--- src/rtl/ctrl_pipe_if.sv ---
// Handshake bundle between the decoder side and the control-word pipeline.
// The master drives the control inputs; the slave (the pipeline) drives the stage outputs.
interface ctrl_pipe_if #(
    parameter int CTRL_W = 10,
    parameter int DEPTH  = 3,
    parameter int CNT_W  = 16
);
    logic [CTRL_W-1:0]       ctrl_in;
    logic                    valid_in;
    logic [DEPTH-1:0]        stall_vec;
    logic [DEPTH-1:0]        flush_vec;
    logic                    clr_cnt;
    logic [DEPTH*CTRL_W-1:0] ctrl_stage;
    logic [DEPTH-1:0]        valid_stage;
    logic                    jump;
    logic                    reg_dest;
    logic                    alu_src;
    logic [1:0]              alu_op;
    logic [CNT_W-1:0]        bubble_cnt;

    modport master (
        output ctrl_in, valid_in, stall_vec, flush_vec, clr_cnt,
        input  ctrl_stage, valid_stage, jump, reg_dest, alu_src, alu_op, bubble_cnt
    );

    modport slave (
        input  ctrl_in, valid_in, stall_vec, flush_vec, clr_cnt,
        output ctrl_stage, valid_stage, jump, reg_dest, alu_src, alu_op, bubble_cnt
    );
endinterface

--- src/rtl/ctrl_pipe_stages.sv ---
// DEPTH-stage pipeline for decoded control words with per-stage stall/flush,
// stage-0 field decode and a saturating count of bubbles leaving the last stage.
module ctrl_pipe_stages #(
    parameter int                CTRL_W     = 10,
    parameter int                DEPTH      = 3,
    parameter logic [CTRL_W-1:0] BUBBLE_VAL = '0,
    parameter int                CNT_W      = 16
) (
    input logic        clk,
    input logic        reset,
    ctrl_pipe_if.slave bus
);

    logic [CTRL_W-1:0] ctrl_p [DEPTH];
    logic [DEPTH-1:0]  vld_p;
    logic [CTRL_W-1:0] src_ctrl [DEPTH];
    logic [DEPTH-1:0]  src_vld;
    logic [DEPTH-1:0]  hold;
    logic [DEPTH-1:0]  bub_in;
    logic [CNT_W-1:0]  cnt_q;

    function automatic logic [CNT_W-1:0] sat_inc(input logic [CNT_W-1:0] v);
        return (&v) ? v : v + 1'b1;
    endfunction

    // A stall anywhere downstream freezes this stage too, so nothing is overwritten
    for (genvar g = 0; g < DEPTH; g++) begin : g_src
        assign hold[g] = |bus.stall_vec[DEPTH-1:g];
        if (g == 0) begin : g_head
            assign src_ctrl[g] = bus.ctrl_in;
            assign src_vld[g]  = bus.valid_in;
        end else begin : g_body
            assign src_ctrl[g] = ctrl_p[g-1];
            assign src_vld[g]  = vld_p[g-1];
        end
        assign bus.ctrl_stage[g*CTRL_W +: CTRL_W] = ctrl_p[g];
    end

    // Stage i receives a bubble whenever the stage feeding it is frozen
    assign bub_in = hold << 1;

    // Stage registers: flush > hold > upstream bubble > advance
    always_ff @(posedge clk) begin
        for (int i = 0; i < DEPTH; i++) begin
            if (reset || bus.flush_vec[i]) begin
                ctrl_p[i] <= BUBBLE_VAL;
                vld_p[i]  <= 1'b0;
            end else if (!hold[i]) begin
                if (bub_in[i]) begin
                    ctrl_p[i] <= BUBBLE_VAL;
                    vld_p[i]  <= 1'b0;
                end else begin
                    ctrl_p[i] <= src_ctrl[i];
                    vld_p[i]  <= src_vld[i];
                end
            end
        end
    end

    // Bubble profiling counter on the retiring stage
    always_ff @(posedge clk) begin
        if (reset || bus.clr_cnt) begin
            cnt_q <= '0;
        end else if (!vld_p[DEPTH-1]) begin
            cnt_q <= sat_inc(cnt_q);
        end
    end

    assign bus.valid_stage = vld_p;
    assign bus.bubble_cnt  = cnt_q;
    assign bus.jump        = vld_p[0] & ctrl_p[0][9];
    assign bus.reg_dest    = vld_p[0] & ctrl_p[0][8];
    assign bus.alu_src     = vld_p[0] & ctrl_p[0][7];
    assign bus.alu_op      = vld_p[0] ? ctrl_p[0][1:0] : 2'b00;

endmodule

--- src/flat_wrapper.sv ---
// flat-port wrapper written by rule: the top's interface ports become plain ports
module ctrl_pipe_stages_flat 
#(
    parameter int                CTRL_W     = 10,
    parameter int                DEPTH      = 3,
    parameter logic [CTRL_W-1:0] BUBBLE_VAL = '0,
    parameter int                CNT_W      = 16
)
  (clk, reset, bus_ctrl_in, bus_valid_in, bus_stall_vec, bus_flush_vec, bus_clr_cnt, bus_ctrl_stage, bus_valid_stage, bus_jump, bus_reg_dest, bus_alu_src, bus_alu_op, bus_bubble_cnt);
  ctrl_pipe_if #(.CTRL_W(CTRL_W), .DEPTH(DEPTH), .CNT_W(CNT_W)) bus_i ();
  input logic clk;
  input logic reset;
  input wire logic [$bits(bus_i.ctrl_in)-1:0] bus_ctrl_in;
  input wire logic [$bits(bus_i.valid_in)-1:0] bus_valid_in;
  input wire logic [$bits(bus_i.stall_vec)-1:0] bus_stall_vec;
  input wire logic [$bits(bus_i.flush_vec)-1:0] bus_flush_vec;
  input wire logic [$bits(bus_i.clr_cnt)-1:0] bus_clr_cnt;
  output wire logic [$bits(bus_i.ctrl_stage)-1:0] bus_ctrl_stage;
  output wire logic [$bits(bus_i.valid_stage)-1:0] bus_valid_stage;
  output wire logic [$bits(bus_i.jump)-1:0] bus_jump;
  output wire logic [$bits(bus_i.reg_dest)-1:0] bus_reg_dest;
  output wire logic [$bits(bus_i.alu_src)-1:0] bus_alu_src;
  output wire logic [$bits(bus_i.alu_op)-1:0] bus_alu_op;
  output wire logic [$bits(bus_i.bubble_cnt)-1:0] bus_bubble_cnt;
  assign bus_i.ctrl_in = bus_ctrl_in;
  assign bus_i.valid_in = bus_valid_in;
  assign bus_i.stall_vec = bus_stall_vec;
  assign bus_i.flush_vec = bus_flush_vec;
  assign bus_i.clr_cnt = bus_clr_cnt;
  assign bus_ctrl_stage = bus_i.ctrl_stage;
  assign bus_valid_stage = bus_i.valid_stage;
  assign bus_jump = bus_i.jump;
  assign bus_reg_dest = bus_i.reg_dest;
  assign bus_alu_src = bus_i.alu_src;
  assign bus_alu_op = bus_i.alu_op;
  assign bus_bubble_cnt = bus_i.bubble_cnt;
  ctrl_pipe_stages #(.CTRL_W(CTRL_W), .DEPTH(DEPTH), .BUBBLE_VAL(BUBBLE_VAL), .CNT_W(CNT_W)) u_core (.clk(clk), .reset(reset), .bus(bus_i));
endmodule
--- config.mk ---
export PLATFORM = sky130hd
export DESIGN_NAME = ctrl_pipe_stages_flat
export DESIGN_NICKNAME = d
export VERILOG_FILES = /design/src/rtl/ctrl_pipe_if.sv /design/src/rtl/ctrl_pipe_stages.sv /design/src/flat_wrapper.sv
export SDC_FILE = /design/constraint.sdc
export NUM_CORES = 1
export LEC_CHECK = 0
export BUFFER_PORTS_ARGS = -buffer_cell sky130_fd_sc_hd__buf_2
export CORE_UTILIZATION = 53
export DETAILED_ROUTE_END_ITERATION = 10
export HOLD_SLACK_MARGIN = 0.1
export PLACE_DENSITY = 0.9
export SLEW_MARGIN = 20
export SYNTH_ARGS = -nofsm -noshare
export SYNTH_HDL_FRONTEND = slang
export SYNTH_SLANG_ARGS = --single-unit
--- constraint.sdc ---
create_clock -name clk -period 2.4 [get_ports clk]
set_input_delay 0.12 -clock clk [delete_from_list [all_inputs] [get_ports clk]]
set_output_delay 0.12 -clock clk [all_outputs]
set_load 0.1 [all_outputs]
==> summary.txt, run 1 <==
Synth
  • Largest area contributor in the netlist: sky130_fd_sc_hd__edfxtp_1
  • Syn Inst Count: between 150 and 200
  • Yosys top cell area share: 41.9%
  • Part of the Yosys area used for sequential elements: 59.6%
  • Distinct cell type count after synthesis: 33
  • Total standard cell area after synthesis: approximately 2100 µm²
  • Number of synthesized flops with an enable pin: 30
  • Number of warnings issued by yosys: 0
  • FFs w/ async S/R, synth: 0%
  • Number of synthesized register bits: 49
  • Most frequently used flop master after synthesis: sky130_fd_sc_hd__edfxtp_1
  • Most area-consuming cells after synthesis: sky130_fd_sc_hd__edfxtp_1 (42%), sky130_fd_sc_hd__dfxtp_1 (18%), sky130_fd_sc_hd__and2_1 (10%)
  • Nets in the synthesized netlist: 208
  • Mean cell area of the mapped netlist: 11.5 µm²

STA
  • Final period utilization: between 60 and 70%
  • Total Neg Setup Slack: 0 ns
  • Final critical-path setup slack: 0.723 ns
  • Timing-limited maximum frequency: 596 MHz
  • Pins Over Slew Limit: 0
  • Final setup violation count: 0
  • Slew at the pin closest to its max-slew limit: 0.751 ns
  • RSZ-0062 raised after global routing: false
  • Remaining max-slew budget at the tightest pin: 49.5%
  • Count of endpoints failing hold in the final timing report: 0
  • Fin Clk Skew: ~0.0045 ns
  • Min Clock Period, post-route: 1.68 ns

Critical path
  • Reg2Reg Capture Point: u_core.bus.bubble_cnt[14]
  • Logic depth of the worst register-to-register path: 5
  • Worst EP arrival: 1.91 ns
  • Beginning of the critical path: u_core.bus.bubble_cnt[0]
  • Peak fanout along the critical path: 6
  • Crit path to: u_core.bus.bubble_cnt[14]
  • Critical Path, Cell by Cell: ha_1 > and3b_1 > nand3_1 > or3_1 > a21oi_1
  • Library cell contributing the largest single delay on the critical path: sky130_fd_sc_hd__dfxtp_1
  • Origin of the critical flop-to-flop path: u_core.bus.bubble_cnt[0]
  • Largest incremental delay on the critical path: between 0.4 and 0.5 ns
  • Worst setup EP type: flop
  • Worst EP required: 2.63 ns
  • Reg2Reg Setup Slack: 0.72 ns
  • Category of the most critical setup path: flop to flop
  • Sort of element at the start of the critical path: flop

Power and ir drop
  • Relative contribution of combinational cells to total power: between 15 and 20%
  • Fraction of power consumed by the clock network: between 20 and 30%
  • Switching power as a share of total power: between 30% and 40%
  • P_int: around 1.2 mW
  • PwrDens: 625 nW/µm²
  • Leak pwr: 1.22 nW
  • Proportion of power drawn by flip-flops and latches: 54.3%
  • Switch Pwr: between 0.5 and 0.6 mW
  • Peak supply drop: 0.411 mV

Worst hold path
  • HP Start: bus_ctrl_in[1]
  • Class of the most critical hold timing path: primary input to flop

Drt
  • Pre-Repair DR Iteration Count: 4
  • Vias after detailed routing: 1756
  • Via-per-instance ratio: between 5 and 6
  • Avg WL per Cell: 15.5 µm
  • Initial DRC Count: 106
  • WL final: 4960 µm
  • Number of routed nets with antenna violations: 0
  • Count of unresolved DRC violations after routing: 0

Global routing
  • Vias in the first global route: between 1500 and 2000
  • Wire length of the first global-routing pass: slightly below 8000 µm
  • Global-route congestion overflow total: 0
  • Antenna violations before repair: 0
  • Largest net degree at the start of global routing: 17
  • Overall fraction of global-route tracks in use: 24.4%

Clock network
  • Bufs on Longest Clock Path: 2
  • TritonCTS clock tree: built
  • Cts-stage hold buffer count: 8
  • CTS Buf Count: 5
  • Num Clock Sinks: 49
  • Buffers inserted by post-CTS timing repair: 0
  • Clock Pin Slew Worst Setup and Hold Paths: 0.09 ns
  • Total of cells resized after clock tree synthesis: 0
  • Clock H-tree levels: 2
  • Clock Latency Late Sink: 0.30 ns
  • Master cell of the clock root buffer: sky130_fd_sc_hd__clkbuf_8

Placed design
  • Setup slack after placement: between 0.7 and 0.8 ns
  • IO Port Bufs: 73
  • RD Place Congestion: 0.876
  • HPWL after detailed placement: about 3300 µm

Finish
  • Synth-to-Final Area Change: 27.5%
  • Number of antenna repair diodes: 0
  • Nets: 293
  • Share of cells above drive strength 1: 34.4%

Floorplan
  • Core region area: between 3000 and 4000 µm²
  • Die extent in y: about 66 µm
  • # IOs: 74
  • Count of standard-cell rows: 22
  • Overall die area: roughly 4300 µm²
  • Overall die width: 65.7 µm
  • Initial Util: 57.0%

Flow run
  • Maxcap violations: 0

Status
  • Result of the run: finished, final reports clean
==> cell type report <==
| type | instances | area, µm² |
|---|---|---|
| clock inverters | 3 | 21.3 |
| flip-flops and latches | 49 | 1280 |
| repair buffers | 83 | 460 |
| well taps | 48 | 60.1 |
| fillers | 269 | 1030 |
| inverters | 7 | 26.3 |
| multi-input cells | 126 | 822 |
| clock buffers | 5 | 68.8 |
==> layout by cell type (no fill, tap or decap), types with 2 or more instances in the layout <==
master / netlist / routed
sky130_fd_sc_hd__o31ai_1: 5 / 5
sky130_fd_sc_hd__a21oi_1: 13 / 13
sky130_fd_sc_hd__or4_1: 5 / 5
sky130_fd_sc_hd__or3_1: 7 / 7
sky130_fd_sc_hd__o21ai_0: 11 / 11
sky130_fd_sc_hd__buf_2: 0 / 73
sky130_fd_sc_hd__dlygate4sd3_1: 0 / 8
sky130_fd_sc_hd__mux2i_1: 3 / 3
sky130_fd_sc_hd__nand4_1: 5 / 5
sky130_fd_sc_hd__nand3_1: 6 / 6
sky130_fd_sc_hd__nor2_1: 6 / 6
sky130_fd_sc_hd__and2_1: 36 / 36
sky130_fd_sc_hd__nor3_1: 3 / 3
sky130_fd_sc_hd__clkbuf_8: 0 / 5
sky130_fd_sc_hd__nand4_2: 2 / 2
sky130_fd_sc_hd__nand2_1: 8 / 8
sky130_fd_sc_hd__nor4_1: 2 / 2
sky130_fd_sc_hd__edfxtp_1: 30 / 30
sky130_fd_sc_hd__buf_4: 0 / 2
sky130_fd_sc_hd__dfxtp_1: 19 / 19
sky130_fd_sc_hd__inv_1: 7 / 7
==> per-layer routing <==
layer | track usage (%) | part of all wire [%] | vias to the layer above
met3 | 5.73 | 6.5 | 12
met2 | 39.0 | 51 | 73
met4 | 10.6 | 2.1 | 0
met1 | 31.5 | 41 | 814
met5 | 0 | 0 | -
li1 | - | - | 857
==> worst min-delay path by stage <==
stage	endpoint	slack [ns]	cells after the start
3_5_place_dp	u_core.bus.valid_stage[0]	0.34	2
5_1_grt	u_core.ctrl_p[0][2]	0.11	2
6_report	u_core.ctrl_p[0][1]	0.11	2
2_1_floorplan	u_core.bus.valid_stage[0]	0.20	1
4_1_cts	u_core.ctrl_p[0][1]	0.11	2
3_3_place_gp	u_core.bus.valid_stage[0]	0.34	2
==> power groups by stage <==
| stage | registers (mW) | clock network, mW | logic, mW |
|---|---|---|---|
| after floorplan | 1.15 | 0 | 0.0286 |
| after global placement | 0.949 | 0 | 0.280 |
| after detailed placement | 0.950 | 0 | 0.283 |
| after CTS | 0.931 | 0.493 | 0.294 |
| after global routing | 0.935 | 0.534 | 0.305 |
| final | 0.931 | 0.487 | 0.296 |
==> metrics by stage <==
step | hold slack [ns] | area [µm²] | utilization, % | total power, mW | instances
floorplan | 0.199 | 2150 | - | 1.18 | 187
global placement | 0.336 | 2570 | 68.1 | 1.23 | 305
detailed placement | 0.340 | 2570 | 68.1 | 1.23 | 305
CTS | 0.109 | 2740 | 72.7 | 1.72 | 321
global route | 0.106 | 2740 | 72.7 | 1.77 | 321
finish | 0.107 | 2740 | 72.7 | 1.71 | 321
==> worst max-delay path: cells and delay by family, from the launching register on <==
family	cells	cell delay, ns
compound gates	1	0.15
simple gates	3	0.80
fa+ha+maj	1	0.24
flops	1	0.41
==> cells in the mapped netlist (2+ instances only) <==
master	count
sky130_fd_sc_hd__edfxtp_1	30
sky130_fd_sc_hd__mux2i_1	3
sky130_fd_sc_hd__or3_1	7
sky130_fd_sc_hd__nor4_1	2
sky130_fd_sc_hd__o21ai_0	11
sky130_fd_sc_hd__nand4_2	2
sky130_fd_sc_hd__nor2_1	6
sky130_fd_sc_hd__clkbuf_1	4
sky130_fd_sc_hd__nand3_1	6
sky130_fd_sc_hd__nand2_1	8
sky130_fd_sc_hd__and2_1	36
sky130_fd_sc_hd__dfxtp_1	19
sky130_fd_sc_hd__nor3_1	3
sky130_fd_sc_hd__o31ai_1	5
sky130_fd_sc_hd__nand4_1	5
sky130_fd_sc_hd__or4_1	5
sky130_fd_sc_hd__inv_1	7
sky130_fd_sc_hd__a21oi_1	13
==> registers in the layout, summed over array words and instances (netlist names) <==
name                    cells
u_core.ctrl_p              30
u_core.bus.valid_stage      3
u_core.bus.bubble_cnt      16
==> logic make-up after synthesis <==
kind of cell	after synthesis	synth area share, %
AOI/OAI and AO/OA	32	9.44
and+or+nand+nor	90	26.8
buffers and inverters	12	2.10
adders and majority gates	1	0.582
DFF	49	59.6
muxes	3	1.40
Note: power is estimated with default switching activity, not from simulation.
==> inputs of run 2 (changes only) <==
Settings changed: CORE_UTILIZATION 53 to 49, PLACE_DENSITY 0.9 to 0.84.
Clock period 2.4 ns to 1.55 ns, I/O delays scaled along.
==> run 2 against run 1 <==
The run now ends with setup timing left. Setup slack worse by 0.73 ns. Clock skew increased by 0.0072 ns. Total power up 56%. Die area increased by 7.9%. Clock power up 63%. Critical path depth down 1. Sequential share of layout area is 1.3 points lower.
==> summary.txt, run 2 (synthesis results as in run 1) <==
Clock network
  • Clock Pin Slew Worst Setup and Hold Paths: 0.09 ns (about the same)
  • CTS Buf Count: 5 (unchanged)
  • Bufs on Longest Clock Path: 2 (unchanged)
  • Clock H-tree levels: 2 (unchanged)
  • Num Clock Sinks: 49 (unchanged)
  • Clock Latency Late Sink: 0.31 ns (about the same)
  • Master cell of the clock root buffer: sky130_fd_sc_hd__clkbuf_8
  • TritonCTS clock tree: built

Worst hold path
  • Worst Hold Endpoint: u_core.bus.bubble_cnt[6]
  • Class of the most critical hold timing path: primary input to flop
  • HP Start: reset
  • Instance count along the most critical hold path: 3 (+1)

Global routing
  • Largest net degree at the start of global routing: 19 (+2)
  • Vias in the first global route: 1603 (-1.9%)
  • Global-route congestion overflow total: 0 (unchanged)
  • Overall fraction of global-route tracks in use: 23.6% (-0.81 points)
  • Wire length of the first global-routing pass: 7840 µm (+0.71%)
  • Antenna violations before repair: 0 (unchanged)

Finish
  • Leading cell type in the layout, fill and taps excluded: sky130_fd_sc_hd__buf_2
  • Number of antenna repair diodes: 0 (unchanged)
  • Share of cells above drive strength 1: 44.9% (+10 points)
  • Top register by number of flip-flops: u_core.ctrl_p
  • Nets: 303 (+3.4%)
  • Commonest cells after routing, fill and taps aside: sky130_fd_sc_hd__buf_2 (73), sky130_fd_sc_hd__and2_1 (31), sky130_fd_sc_hd__edfxtp_1 (30), sky130_fd_sc_hd__dfxtp_4 (17)
  • Number of filler cells placed in the layout: 274 (+1.9%)
  • Largest register FFs: 30 (unchanged)
  • Final design utilization: 71.9% (-0.72 points)
  • Synth-to-Final Area Change: 37.8%

Floorplan
  • Overall die area: 4650 µm² (+7.9%)
  • Count of standard-cell rows: 23 (+4.5%)
  • Overall die width: 68.2 µm (+3.9%)
  • # IOs: 74 (unchanged)
  • Die extent in y: 68.2 µm (+3.9%)
  • Initial Util: 52.2% (-4.8 points)
  • Core region area: 4120 µm² (+9.1%)

Drt
  • Avg WL per Cell: 15.0 µm (-3.1%)
  • WL final: 4990 µm (+0.48%)
  • Number of routed nets with antenna violations: 0 (unchanged)
  • Initial DRC Count: 138 (+30%)
  • Vias after detailed routing: 1800 (+2.5%)
  • Via-per-instance ratio: 5.41 (-1.2%)
  • Pre-Repair DR Iteration Count: 4 (unchanged)
  • Count of unresolved DRC violations after routing: 0 (unchanged)

Critical path
  • Critical Path, Cell by Cell: and4b_4 > o31ai_4 > or4_1 > a21oi_1
  • Worst setup EP type: flop
  • Category of the most critical setup path: flop to flop
  • Logic depth of the worst register-to-register path: 4 (-1)
  • Origin of the critical flop-to-flop path: u_core.bus.valid_stage[2]
  • Gate family responsible for the most delay along the worst path: simple AND/OR/NAND/NOR gates
  • Reg2Reg Capture Point: u_core.bus.bubble_cnt[11]
  • Peak fanout along the critical path: 8 (+2)
  • Worst EP arrival: 1.77 ns (-0.14 ns)
  • Sort of element at the start of the critical path: flop
  • Library cell contributing the largest single delay on the critical path: sky130_fd_sc_hd__or4_1
  • Worst EP required: 1.77 ns (-0.86 ns)
  • Largest incremental delay on the critical path: 0.48 ns (+0.07 ns)
  • Buffers plus inverters on the worst setup path: 0 (unchanged)
  • Reg2Reg Setup Slack: -0.006 ns (-0.73 ns)

STA
  • Count of endpoints failing hold in the final timing report: 0 (unchanged)
  • Remaining max-slew budget at the tightest pin: 66.7% (+17 points)
  • Min Clock Period, post-route: 1.56 ns (-0.121 ns)
  • RSZ-0062 raised after global routing: true
  • Final period utilization: 100% (+30 points)
  • Final setup violation count: 1 (+1)
  • Fin Clk Skew: 0.0117 ns (+0.00718 ns)
  • Timing-limited maximum frequency: 643 MHz (+7.8%)
  • Total Neg Setup Slack: -0.00581 ns (-0.00581 ns)
  • Final critical-path setup slack: -0.00581 ns (-0.729 ns)
  • Slew at the pin closest to its max-slew limit: 0.502 ns (-0.249 ns)
  • Pins Over Slew Limit: 0 (unchanged)

Power and ir drop
  • Peak supply drop: 0.602 mV (+47%)
  • PwrDens: 905 nW/µm² (+45%)
  • Leak pwr: 1.30 nW (+6.9%)

Flow run
  • Maxcap violations: 0 (unchanged)

Status
  • Result of the run: finished, violations left
  • Violations in the final reports: setup timing

Placed design
  • HPWL after detailed placement: 3300 µm (+0.20%)
  • RD Place Congestion: 0.816 (-6.8%)
  • IO Port Bufs: 73 (unchanged)
[run 2: what timing repair did]
| item | in CTS | in global routing |
|---|---|---|
| pin swaps | 0 | 6 |
| gates resized for setup | 0 | 4 |
| setup buffers | 0 | 2 |
| endpoints found under the setup margin | 3 | 13 |
| endpoints found under the hold margin | 13 | 0 |
| hold buffers | 13 | 0 |
[run 2: cell type report]
class / instances / area [µm²] / area share, %
clock inverters: 3 / 26.3 / 0.888
multi-input cells: 126 / 882 / 29.8
well taps: 50 / 62.6 / 2.11
clock buffers: 5 / 68.8 / 2.32
inverters: 7 / 26.3 / 0.888
repair buffers: 93 / 548 / 18.5
flip-flops and latches: 49 / 1350 / 45.5
[run 2: per-layer routing]
layer | vias up | GRT usage, % | share of wire, %
li1 | 878 | - | -
met1 | 821 | 28.8 | 39
met2 | 94 | 39.8 | 50
met3 | 7 | 7.83 | 9.1
met4 | 0 | 6.25 | 1.2
met5 | - | 0 | 0
[run 2: metrics by stage]
step / instances / total power, mW / worst slack, ns / area, µm² / hold WS, ns
final: 333 / 2.68 / -0.00581 / 2960 / 0.194
after global placement: 310 / 1.88 / 0.0834 / 2700 / 0.284
after floorplan: 187 / 1.80 / -0.0977 / 2250 / 0.149
after detailed placement: 310 / 1.89 / 0.0245 / 2700 / 0.289
after CTS: 331 / 2.69 / -0.00812 / 2920 / 0.181
after global routing: 333 / 2.78 / -0.0629 / 2960 / 0.229
[run 2: worst reg2reg max path: cells and delay by family, from the launching register on]
kind	cells	cell delay, ns
compound gates	2	0.28
flops	1	0.37
simple gates	2	0.83
[run 2: worst max path at each step]
| stage | start | end | slack [ns] | cells past startpoint |
|---|---|---|---|---|
| 2_1_floorplan | u_core.bus.bubble_cnt[1] | u_core.bus.bubble_cnt[4] | -0.1 | 5 |
| 3_3_place_gp | u_core.bus.valid_stage[2] | u_core.bus.bubble_cnt[13] | 0.08 | 4 |
| 3_5_place_dp | u_core.bus.valid_stage[2] | u_core.bus.bubble_cnt[11] | 0.02 | 4 |
| 4_1_cts | u_core.bus.bubble_cnt[5] | u_core.bus.bubble_cnt[1] | -0.008 | 4 |
| 5_1_grt | u_core.bus.bubble_cnt[5] | u_core.bus.bubble_cnt[4] | -0.06 | 4 |
| 6_report | u_core.bus.valid_stage[2] | u_core.bus.bubble_cnt[11] | -0.006 | 4 |
[run 2: power by group]
part | internal (mW) | leakage [nW] | switching [mW] | total, mW
Combinational | 0.0823 | 0.743 | 0.385 | 0.468
Sequential | 1.39 | 0.509 | 0.0240 | 1.42
Clock | 0.336 | 0.0495 | 0.460 | 0.796
==> inputs of run 3 (changes only) <==
Settings changed: CORE_UTILIZATION 49 to 51, CTS_BUF_LIST set to sky130_fd_sc_hd__clkbuf_4 sky130_fd_sc_hd__clkbuf_8, PLACE_DENSITY 0.84 to 0.87.
==> run 3 against run 2 <==
Final area rose by 2.2%. Routed wire length rose by 9.5%. Die area fell by 3.8%. Global-route usage rose by 0.87 points. Hold slack improved by 0.0014 ns. The flow still finishes with violations (setup timing). Setup slack got worse by 0.014 ns. Register-to-register slack barely moved. First-iteration DRC count rose by 24%. Non-clock buffer count rose by 2. Via count rose by 1.8%.
==> summary.txt, run 3 (synthesis results as in run 1) <==
Status
  • Result of the run: finished, violations left
  • Violations in the final reports: setup timing

Critical path
  • Worst EP required: 1.78 ns (about the same)
  • Reg2Reg Setup Slack: -0.02 ns (about the same)
  • Reg2Reg Capture Point: u_core.bus.bubble_cnt[5]
  • Origin of the critical flop-to-flop path: u_core.bus.bubble_cnt[1]
  • Category of the most critical setup path: flop to flop
  • Sort of element at the start of the critical path: flop
  • Logic depth of the worst register-to-register path: 6 (+2)
  • Worst setup EP type: flop
  • Worst EP arrival: 1.80 ns (+0.03 ns)
  • Peak fanout along the critical path: 5 (-3)

Clock network
  • Clock Pin Slew Worst Setup and Hold Paths: 0.10 ns (about the same)
  • Clock Latency Late Sink: 0.31 ns (about the same)
  • TritonCTS clock tree: built
  • Master cell of the clock root buffer: sky130_fd_sc_hd__clkbuf_8
  • CTS Buf Count: 5 (unchanged)
  • Num Clock Sinks: 49 (unchanged)
  • Bufs on Longest Clock Path: 2 (unchanged)
  • Clock H-tree levels: 2 (unchanged)

STA
  • Min Clock Period, post-route: 1.57 ns (+0.0142 ns)
  • RSZ-0062 raised after global routing: true
  • Final critical-path setup slack: -0.0200 ns (-0.0142 ns)
  • Final setup violation count: 3 (+2)
  • Timing-limited maximum frequency: 637 MHz (-0.91%)
  • Remaining max-slew budget at the tightest pin: 65.0% (-1.8 points)
  • Pins Over Slew Limit: 0 (unchanged)
  • Fin Clk Skew: 0.0135 ns (+0.00181 ns)
  • Final period utilization: 101% (+0.92 points)
  • Slew at the pin closest to its max-slew limit: 0.523 ns (+0.0201 ns)
  • Count of endpoints failing hold in the final timing report: 0 (unchanged)

Placed design
  • RD Place Congestion: 0.822 (+0.74%)
  • Setup slack after placement: 0.00673 ns (-0.0178 ns)
  • HPWL after detailed placement: 3350 µm (+1.5%)
  • IO Port Bufs: 73 (unchanged)
  • Post-Place Cells: 308 (-0.65%)

Worst hold path
  • Class of the most critical hold timing path: primary input to flop
  • Worst Hold Endpoint: u_core.bus.bubble_cnt[15]
  • HP Start: reset
  • Instance count along the most critical hold path: 3 (unchanged)

Power and ir drop
  • Post-route total power: 2.67 mW (-0.20%)
  • Fraction of power consumed by the clock network: 29.5% (-0.2 points)
  • Peak supply drop: 0.831 mV (+38%)
  • Switch Pwr: 0.873 mW (+0.46%)
  • PwrDens: 884 nW/µm² (-2.3%)
  • Relative contribution of combinational cells to total power: 17.6% (about the same)
  • P_int: 1.80 mW (-0.52%)
  • Leak pwr: 1.32 nW (+1.3%)
  • Switching power as a share of total power: 32.7% (+0.22 points)
  • Proportion of power drawn by flip-flops and latches: 53.0% (about the same)

Drt
  • Number of routed nets with antenna violations: 0 (unchanged)
  • WL final: 5460 µm (+9.5%)
  • Count of unresolved DRC violations after routing: 0 (unchanged)
  • Via-per-instance ratio: 5.47 (+1.2%)
  • Avg WL per Cell: 16.3 µm (+8.9%)
  • Initial DRC Count: 171 (+24%)
  • Vias after detailed routing: 1833 (+1.8%)
  • Pre-Repair DR Iteration Count: 4 (unchanged)

Global routing
  • Wire length of the first global-routing pass: 8020 µm (+2.3%)
  • Met2 usage: 41.7% (+1.8 points)
  • Global-route congestion overflow total: 0 (unchanged)
  • Vias in the first global route: 1696 (+5.8%)
  • Highest-utilization routing layer at the global route stage: met2
  • Global-route met1 utilization: 29.9% (+1.1 points)
  • Antenna violations before repair: 0 (unchanged)
  • Overall fraction of global-route tracks in use: 24.5% (+0.87 points)
  • Met3 Use GR: 6.68% (-1.2 points)
  • Largest net degree at the start of global routing: 18 (-1)

Floorplan
  • Initial Util: 53.3% (+1.1 points)
  • Overall die width: 66.9 µm (-1.9%)
  • Core region area: 4030 µm² (-2.1%)
  • Die extent in y: 66.9 µm (-1.9%)
  • Overall die area: 4480 µm² (-3.8%)
  • Count of standard-cell rows: 23 (unchanged)
  • # IOs: 74 (unchanged)

Finish
  • Largest register FFs: 30 (unchanged)
  • Share of cells above drive strength 1: 47.4% (+2.5 points)
  • Leading cell type in the layout, fill and taps excluded: sky130_fd_sc_hd__buf_2
  • Final Non-Filler Cells: 335 (+0.60%)
  • Commonest cells after routing, fill and taps aside: sky130_fd_sc_hd__buf_2 (73), sky130_fd_sc_hd__and2_1 (31), sky130_fd_sc_hd__edfxtp_1 (30), sky130_fd_sc_hd__dfxtp_4 (17), sky130_fd_sc_hd__dlygate4sd3_1 (13)
  • Number of filler cells placed in the layout: 254 (-7.3%)
  • Top register by number of flip-flops: u_core.ctrl_p
  • Nets: 305 (+0.66%)
  • Synth-to-Final Area Change: 40.8%
  • Number of antenna repair diodes: 0 (unchanged)

Flow run
  • Maxcap violations: 0 (unchanged)
## run 3: final cells by class
type / count / area (µm²) / area share (%)
inverters: 7 / 26.3 / 0.868
clock inverters: 3 / 25.0 / 0.827
well taps: 50 / 62.6 / 2.07
multi-input cells: 126 / 933 / 30.9
flip-flops and latches: 49 / 1350 / 44.5
clock buffers: 5 / 68.8 / 2.27
repair buffers: 95 / 563 / 18.6
## run 3: metrics by stage
| stage | cell area, µm² | util (%) | setup TNS [ns] | hold slack [ns] |
|---|---|---|---|---|
| 5_1_grt | 3030 | 75.1 | -0.232 | 0.232 |
| 4_1_cts | 2910 | 72.3 | -0.0408 | 0.193 |
| 2_1_floorplan | 2250 | - | -0.622 | 0.149 |
| 3_3_place_gp | 2680 | 66.5 | 0 | 0.283 |
| 3_5_place_dp | 2680 | 66.5 | 0 | 0.285 |
| 6_report | 3030 | 75.1 | -0.0403 | 0.196 |
## run 3: how the worst max path moves through the flow
| stage | slack [ns] | to | cells past startpoint | from |
|---|---|---|---|---|
| after floorplan | -0.1 | u_core.bus.bubble_cnt[4] | 5 | u_core.bus.bubble_cnt[1] |
| after global routing | -0.06 | u_core.bus.bubble_cnt[5] | 6 | u_core.bus.bubble_cnt[1] |
| after CTS | -0.02 | u_core.bus.bubble_cnt[12] | 5 | u_core.bus.bubble_cnt[1] |
| final | -0.02 | u_core.bus.bubble_cnt[5] | 6 | u_core.bus.bubble_cnt[1] |
| after detailed placement | 0.007 | u_core.bus.bubble_cnt[12] | 5 | u_core.bus.bubble_cnt[0] |
| after global placement | 0.06 | u_core.bus.bubble_cnt[4] | 5 | u_core.bus.bubble_cnt[1] |
## run 3: metal layers
| layer | vias to the layer above | share of wire, % |
|---|---|---|
| li1 | 887 | - |
| met1 | 865 | 40 |
| met2 | 75 | 52 |
| met3 | 6 | 6.7 |
| met4 | 0 | 1.1 |
| met5 | - | 0 |
## run 3: what timing repair did
action | 4_1_cts | 5_1_grt
hold buffers | 13 | 0
buffers inserted | 1 | 5
setup endpoints to repair | 2 | 13
gates resized for setup | 0 | 15
endpoints found under the hold margin | 13 | 0
pin swaps | 1 | 11
## run 3: power groups by stage
stage | clock (mW) | sequential [mW] | combinational (mW)
after CTS | 0.786 | 1.41 | 0.464
after floorplan | 0 | 1.76 | 0.0454
after global placement | 0 | 1.44 | 0.437
after global routing | 0.854 | 1.42 | 0.485
after detailed placement | 0 | 1.44 | 0.441
final | 0.788 | 1.42 | 0.470
## run 3: critical path: stages (launching register included)
cell and delay (ns):
sky130_fd_sc_hd__dfxtp_4 0.38, sky130_fd_sc_hd__ha_4 0.18, sky130_fd_sc_hd__nand3_2 0.10, sky130_fd_sc_hd__nor4_4 0.05, sky130_fd_sc_hd__buf_4 0.14, sky130_fd_sc_hd__or4_4 0.49, sky130_fd_sc_hd__a21oi_4 0.14
